===== src/rtl/des_pkg.sv =====
// DES initial/final permutation tables, the per-beat mode encoding and a
// generic table-driven bit permutation shared by the streaming permuter.
package des_pkg;

  typedef enum logic [1:0] {
    MODE_IP     = 2'b00,
    MODE_FP     = 2'b01,
    MODE_BYPASS = 2'b10,
    MODE_RSVD   = 2'b11
  } mode_e;

  typedef int perm_table_t [64];

  // Entry k-1 is the 1-based DES source bit that lands on output DES bit k.
  localparam perm_table_t IP_TABLE = '{
    58, 50, 42, 34, 26, 18, 10,  2,
    60, 52, 44, 36, 28, 20, 12,  4,
    62, 54, 46, 38, 30, 22, 14,  6,
    64, 56, 48, 40, 32, 24, 16,  8,
    57, 49, 41, 33, 25, 17,  9,  1,
    59, 51, 43, 35, 27, 19, 11,  3,
    61, 53, 45, 37, 29, 21, 13,  5,
    63, 55, 47, 39, 31, 23, 15,  7
  };

  localparam perm_table_t FP_TABLE = '{
    40,  8, 48, 16, 56, 24, 64, 32,
    39,  7, 47, 15, 55, 23, 63, 31,
    38,  6, 46, 14, 54, 22, 62, 30,
    37,  5, 45, 13, 53, 21, 61, 29,
    36,  4, 44, 12, 52, 20, 60, 28,
    35,  3, 43, 11, 51, 19, 59, 27,
    34,  2, 42, 10, 50, 18, 58, 26,
    33,  1, 41,  9, 49, 17, 57, 25
  };

  // DES bit n lives at vector index 64-n, so bit 1 is the MSB.
  function automatic logic [63:0] permute(input logic [63:0] blk, input perm_table_t tbl);
    logic [63:0] res;
    logic [5:0]  src;
    logic [5:0]  dst;
    res = '0;
    for (int k = 0; k < 64; k++) begin
      src      = 6'(64 - tbl[k]);
      dst      = 6'(63 - k);
      res[dst] = blk[src];
    end
    return res;
  endfunction

endpackage


===== src/rtl/des_pipe_stage.sv =====
// Single elastic register stage: holds one beat and refills in the same
// cycle it drains, so a chain of these sustains one beat per clock.
module des_pipe_stage #(
  parameter int W = 66
) (
  input  logic         clk,
  input  logic         rst,
  input  logic         up_valid,
  input  logic [W-1:0] up_data,
  output logic         dn_valid,
  input  logic         dn_ready,
  output logic [W-1:0] dn_data
);

  logic         full;
  logic [W-1:0] data;
  logic         stage_ready;

  assign stage_ready = !full || dn_ready;

  always_ff @(posedge clk or posedge rst) begin
    if (rst) begin
      full <= 1'b0;
      data <= '0;
    end else if (stage_ready) begin
      full <= up_valid;
      if (up_valid) begin
        data <= up_data;
      end
    end
  end

  assign dn_valid = full;
  assign dn_data  = data;

endmodule


===== src/rtl/des_perm_stream.sv =====
// Streaming DES IP/FP permuter: each beat carries LANES 64-bit blocks that are
// permuted combinationally and then travel through STAGES elastic registers.
module des_perm_stream
  import des_pkg::*;
#(
  parameter int LANES  = 1,
  parameter int STAGES = 1,
  parameter int CNT_W  = 32
) (
  input  logic                  clk_i,
  input  logic                  rst_i,
  input  logic                  valid_i,
  output logic                  ready_o,
  input  logic [1:0]            mode_i,
  input  logic [64*LANES-1:0]   block_i,
  output logic                  valid_o,
  input  logic                  ready_i,
  output logic [64*LANES-1:0]   block_o,
  output logic [1:0]            mode_o,
  input  logic                  clear_i,
  output logic [CNT_W-1:0]      count_o
);

  localparam int W = 64 * LANES + 2;

  if (LANES < 1 || LANES > 8 || STAGES < 1 || STAGES > 4) begin : g_bad_param
    $error("des_perm_stream: LANES must be 1..8 and STAGES 1..4");
  end

  logic [64*LANES-1:0] permuted;
  logic                chain_valid [0:STAGES];
  logic [W-1:0]        chain_data  [0:STAGES];
  logic                rdy         [0:STAGES];
  logic [CNT_W-1:0]    count;

  // Modes 10 and 11 fall through to the default and leave lanes untouched.
  always_comb begin
    permuted = block_i;
    for (int k = 0; k < LANES; k++) begin
      case (mode_e'(mode_i))
        MODE_IP: permuted[64*k +: 64] = permute(block_i[64*k +: 64], IP_TABLE);
        MODE_FP: permuted[64*k +: 64] = permute(block_i[64*k +: 64], FP_TABLE);
        default: ;
      endcase
    end
  end

  // Ready ripples back from the sink; a stage is ready if empty or draining.
  always_comb begin
    rdy[STAGES] = ready_i;
    for (int s = STAGES - 1; s >= 0; s--) begin
      rdy[s] = !chain_valid[s+1] || rdy[s+1];
    end
  end

  assign chain_valid[0] = valid_i;
  assign chain_data[0]  = {mode_i, permuted};
  assign ready_o        = rdy[0] && !rst_i;

  for (genvar s = 0; s < STAGES; s++) begin : g_stage
    des_pipe_stage #(
      .W(W)
    ) u_stage (
      .clk     (clk_i),
      .rst     (rst_i),
      .up_valid(chain_valid[s]),
      .up_data (chain_data[s]),
      .dn_valid(chain_valid[s+1]),
      .dn_ready(rdy[s+1]),
      .dn_data (chain_data[s+1])
    );
  end

  assign valid_o = chain_valid[STAGES];
  assign mode_o  = chain_data[STAGES][W-1 -: 2];
  assign block_o = chain_data[STAGES][64*LANES-1:0];

  // Clear takes priority over a coinciding output transfer.
  always_ff @(posedge clk_i or posedge rst_i) begin
    if (rst_i) begin
      count <= '0;
    end else if (clear_i) begin
      count <= '0;
    end else if (valid_o && ready_i) begin
      count <= count + CNT_W'(1);
    end
  end

  assign count_o = count;

endmodule


===== config.mk =====
export PLATFORM = sky130hd
export DESIGN_NAME = des_perm_stream
export DESIGN_NICKNAME = d
export VERILOG_FILES = /design/src/rtl/des_pkg.sv /design/src/rtl/des_pipe_stage.sv /design/src/rtl/des_perm_stream.sv
export SDC_FILE = /design/constraint.sdc
export NUM_CORES = 1
export LEC_CHECK = 0
export BUFFER_PORTS_ARGS = -buffer_cell sky130_fd_sc_hd__buf_2
export CAP_MARGIN = 40
export CORE_MARGIN = 3
export CORE_UTILIZATION = 51
export CTS_BUF_LIST = sky130_fd_sc_hd__clkbuf_8 sky130_fd_sc_hd__clkbuf_16
export DETAILED_ROUTE_END_ITERATION = 10
export PLACE_DENSITY_LB_ADDON = 0.1
export SLEW_MARGIN = 25
export SYNTH_ARGS = -nofsm -noshare
export SYNTH_HDL_FRONTEND = slang
export SYNTH_SLANG_ARGS = --single-unit
export TNS_END_PERCENT = 30

===== constraint.sdc =====
create_clock -name clk_i -period 3.2 [get_ports clk_i]
set_input_delay 0 -clock clk_i [delete_from_list [all_inputs] [get_ports clk_i]]
set_output_delay 0 -clock clk_i [all_outputs]
set_load 0.02 [all_outputs]

; ---- Word-level counts from Yosys, hierarchy flattened
; Cells that the tools add are included.
[word_totals]
elab_cells = 16
inputBits = 71
reg_bits = 99
[op_classes]
reduce_logical = 8
addsub = 1
muxes = 3
n_eq_ne = 1
[op_table]
columns = operator, count
row1 = $pmux 64 s2, 1
row2 = $mux 32, 2
row3 = $add 32x1->32 const B, 1
row4 = $eq 2x1->1 const B, 1
row5 = $logic_and 1x1->1, 2
row6 = $logic_not 1->1, 2
row7 = $logic_not 2->1, 1
row8 = $reduce_and 2->1, 1
row9 = $reduce_bool 2->1, 1
row10 = $logic_or 1x1->1, 1

; ---- Depth between registers and ports, before layout
[logic_depth]
word_depth = 3
ltp_mapped = 7
mapped_depth_nobuf = 5

; ---- Cells and area by module
; Synthesis repeated with hierarchy kept, for this count alone.
[hier_totals]
cells_unflattened = 533
area_unflattened_um2 = 5626.6
[modules_own_cells]
columns = module, instances, cells_each, area_each_um2
row1 = des_perm_stream, 1, 389, 2925.3
row2 = des_pipe_stage, 1, 144, 2701.3

; ---- Worst setup path before layout
; No wires, ideal clock.
[synth_timing]
path_kind = input port to output port
start = in rst_i
end = out ready_o
setup_slack_ns = 0.693
t_arrival_ns = 2.507
path_buffers = 0
cell_stages = 2
t_required_ns = 3.200
path_cell_list = inv_1 > and2_1
[synth_between]
elab_chain_len = 2
[synth_rtl]
columns = item, line_no
row1 = "start, declared", des_perm_stream.sv:11  ; input logic rst_i,
row2 = $logic_not 1->1 (no source line), --
row3 = $logic_and 1x1->1, des_perm_stream.sv:58  ; assign ready_o = rdy[0] && !rst_i;
row4 = "end, declared", des_perm_stream.sv:13  ; output logic ready_o,
; Every way passes these cells.

; ---- Final worst setup path
[layout_timing]
start = reg count[0], in the netlist count_o[0]
end = reg count[28], in the netlist count_o[28]
[layout_between]
elab_chain_len = 3
[layout_rtl]
columns = item, line_no
row1 = "start, declared", des_perm_stream.sv:34  ; logic [CNT_W-1:0] count;
row2 = "start signal, assigned", des_perm_stream.sv:85  ; count <= count + CNT_W'(1);
row3 = $add 32x1->32, des_perm_stream.sv:85
row4 = $mux 32, des_perm_stream.sv:84  ; end else if (valid_o && ready_i) begin
row5 = $mux 32, des_perm_stream.sv:82  ; end else if (clear_i) begin
; Every way passes these cells. The select of a mux whose other input is x is not followed.
; A chain may end at the register's enable or synchronous reset.

==> qor.yml <==
clocking:
  cts_htree_levels: 3
  clockBufferDepth: 2
  cts_inserted_buffers: 9
  cts_resized: 0
  cts_tree: "yes"
  clk_latency_ns: 0.36
  root_buffer: "clkbuf_8"
  cts_sinks: 99
  clk_pin_slew_ns: 0.09
power:
  vdd_ir_drop_max_v: 0.000244
  powerDensity_mw_per_mm2: 416
  total_power_mw: 2.94
  leakage_nw: 3.45
synth:
  syn-instance-count: 605
  synth-compound-area-share_pct: 14.8
  synth_top_area_cell: "dfrtp_1"
  synth_top_cell_area_share_pct: 46.7
  ys_types: 28
  synthAdderAreaFrac_pct: 0.236
  syn_nets: 677
  synth_area_leaders: "dfrtp_1, mux2i_1, a21oi_1"
  yosysMostFrequentCell: "dfrtp_1"
  async_flop_share_pct: 100
  ys_seq_elements: 99
  syn_area_per_cell_um2: 8.78
  synth-simple-area-share_pct: 18.7
  synth_flop_cell: "dfrtp_1"
  synthTopCellsByCount: "dfrtp_1, nor2_1, a21oi_1, nand2_1, o21ai_0"
  yosysSeqAreaShare_pct: 46.7
  synth-xor-area-share_pct: 1.32
  muxShareOfSynthArea_pct: 14.4
  ys_warn_count: 0
  synth_edf_count: 0
  syn_area_mm2: 0.00531
  synth_top_family_by_area: "simple AND/OR/NAND/NOR gates"
cells_and_area:
  final_core_util_pct: 71.1
  final_cell_count_no_fill: 952
  area_growth_pct: 33.4
  final_nets: 886
  final_layout_size_suffix_gt1_share_pct: 25.6
die:
  io_pins: 171
  dieArea_mm2: 0.0117
  dieWidth_um: 108
  rows: 36
  start_util_pct: 53.3
  coreArea_mm2: 0.00995
  die_h_um: 108
sta:
  hold_violations: 0
  fin_ws_ns: 1.01
  drv_slew: 0
  worst_pin_slew_ns: 0.549
  skew_ns: 0.00905
  fin_crit_sh_pct: 68.5
  max_slew_margin_pct: 63.4
  period_minus_slack_ns: 2.19
  clock.fmax_mhz: 456
  fin_tns_setup_ns: 0
  rsz0062_at_grt: "false"
  setup_viol: 0
grt:
  grt_first_pass_wirelength_um: 24500
  track_usage_pct: 26.4
  antenna_found_initial: 0
  grt_max_degree: 104
  grt-ovfl-total: 0
  grt_pass1_vias: 4923
routing:
  drc_errors: 0
  drtIter0Drc: 320
  finalWirelength_um: 15000
  drtAntennaViolNets: 0
  vias_per_cell: 5.38
  first_pass_iters: 4
  vias: 5119
  routedWlPerCell_um: 15.8
placement:
  post-place-ws_ns: 1.03
  place_hpwl_um: 10200
  io_buffers: 170
  gp_congestion: 0.857
  dp_cells: 869
setup_path:
  crit_arrival_ns: 2.44
  crit_type: "reg -> reg"
  crit_required_ns: 3.45
  critPathMaxFanout: 14
  cp-end-kind: "flip-flop"
  startpoint_type: "flip-flop"
min_path:
  hold_class: "in -> reg"
flow_run:
  cap_violations: 0
status:
  status: "finished clean"
final timing paths:
path	slack (ns)	start	endpoint	depth (start not counted)
min reg2reg	0.48	g_stage[0].u_stage.dn_data[62]	g_stage[0].u_stage.dn_data[62]	2
min in group asynchronous	0.19	rst_i	g_stage[0].u_stage.dn_data[41]	3
max	1.01	count_o[0]	count_o[28]	5
max reg2reg	1.01	count_o[0]	count_o[28]	5
min	0.02	block_i[26]	g_stage[0].u_stage.dn_data[26]	3
max in group asynchronous	2.14	rst_i	g_stage[0].u_stage.dn_data[22]	4
logic make-up (layout without fill, tap and decap cells):
family	Yosys count	after routing
multiplexers	75	75
adder cells (fa/ha/maj)	1	1
XOR/XNOR	8	8
other	0	1
flip-flops	99	99
AND/OR/NAND/NOR	217	217
AO/OA/AOI/OAI	152	152
buffers and inverters	53	266
per-stage QoR:
step | hold WS (ns) | instance area, um2
detailed placement | 0.0286 | 6240
global placement | 0.0226 | 6200
global route | 0.0160 | 7080
CTS | 0.00363 | 7060
finish | 0.0237 | 7080
floorplan | 0.108 | 5310
critical path, cell delays in order, from the launching register on:
cell,delay (ns)
dfrtp_1,0.42
ha_1,0.19
nand3_1,0.21
or3_4,0.53
nor4_1,0.36
mux2_2,0.38
flip-flops by register name (all words and copies together) (netlist names):
register / count
g_stage.u_stage.dn_valid: 1
count_o: 32
g_stage.u_stage.dn_data: 66
layout by cell type, fill, tap and decap left out, drive strengths merged, types with 9 or more instances in the layout:
cell type,n
buf,178
dfrtp,99
nor2,77
a21oi,76
nand2,75
o21ai,68
dlygate4sd3,66
mux2i,62
mux2,13
nor4,11
or4,10
clkbuf,10
nor2b,9
nand3,9
inv,9
per-layer routing:
| metal | global-route usage [%] | share of wire [%] | vias to the layer above |
|---|---|---|---|
| met5 | 0 | 0 | - |
| met4 | 13.5 | 4.4 | 0 |
| met3 | 4.78 | 5.1 | 38 |
| met2 | 43.6 | 49 | 148 |
| met1 | 33.3 | 41 | 2401 |
| li1 | - | - | 2532 |
report_power, final:
part / total (mW) / switching [mW] / internal, mW
clock network: 0.709 / 0.418 / 0.291
registers: 1.45 / 0.0719 / 1.38
logic: 0.787 / 0.489 / 0.298
what timing repair did:
| action | CTS | global route |
|---|---|---|
| hold buffers | 66 | 0 |
| buffers inserted | 0 | 0 |
| hold endpoints to repair | 93 | 0 |
area by class of cell:
type | instances | area, um2
diodes | 1 | 2.50
clock buffers | 10 | 138
clock inverters | 5 | 22.5
fillers | 770 | 2870
inverters | 7 | 28.8
multi-input cells | 453 | 2630
flip-flops and latches | 99 | 2480
well taps | 133 | 166
repair buffers | 244 | 1610
Power figures use the tool's default switching activity.
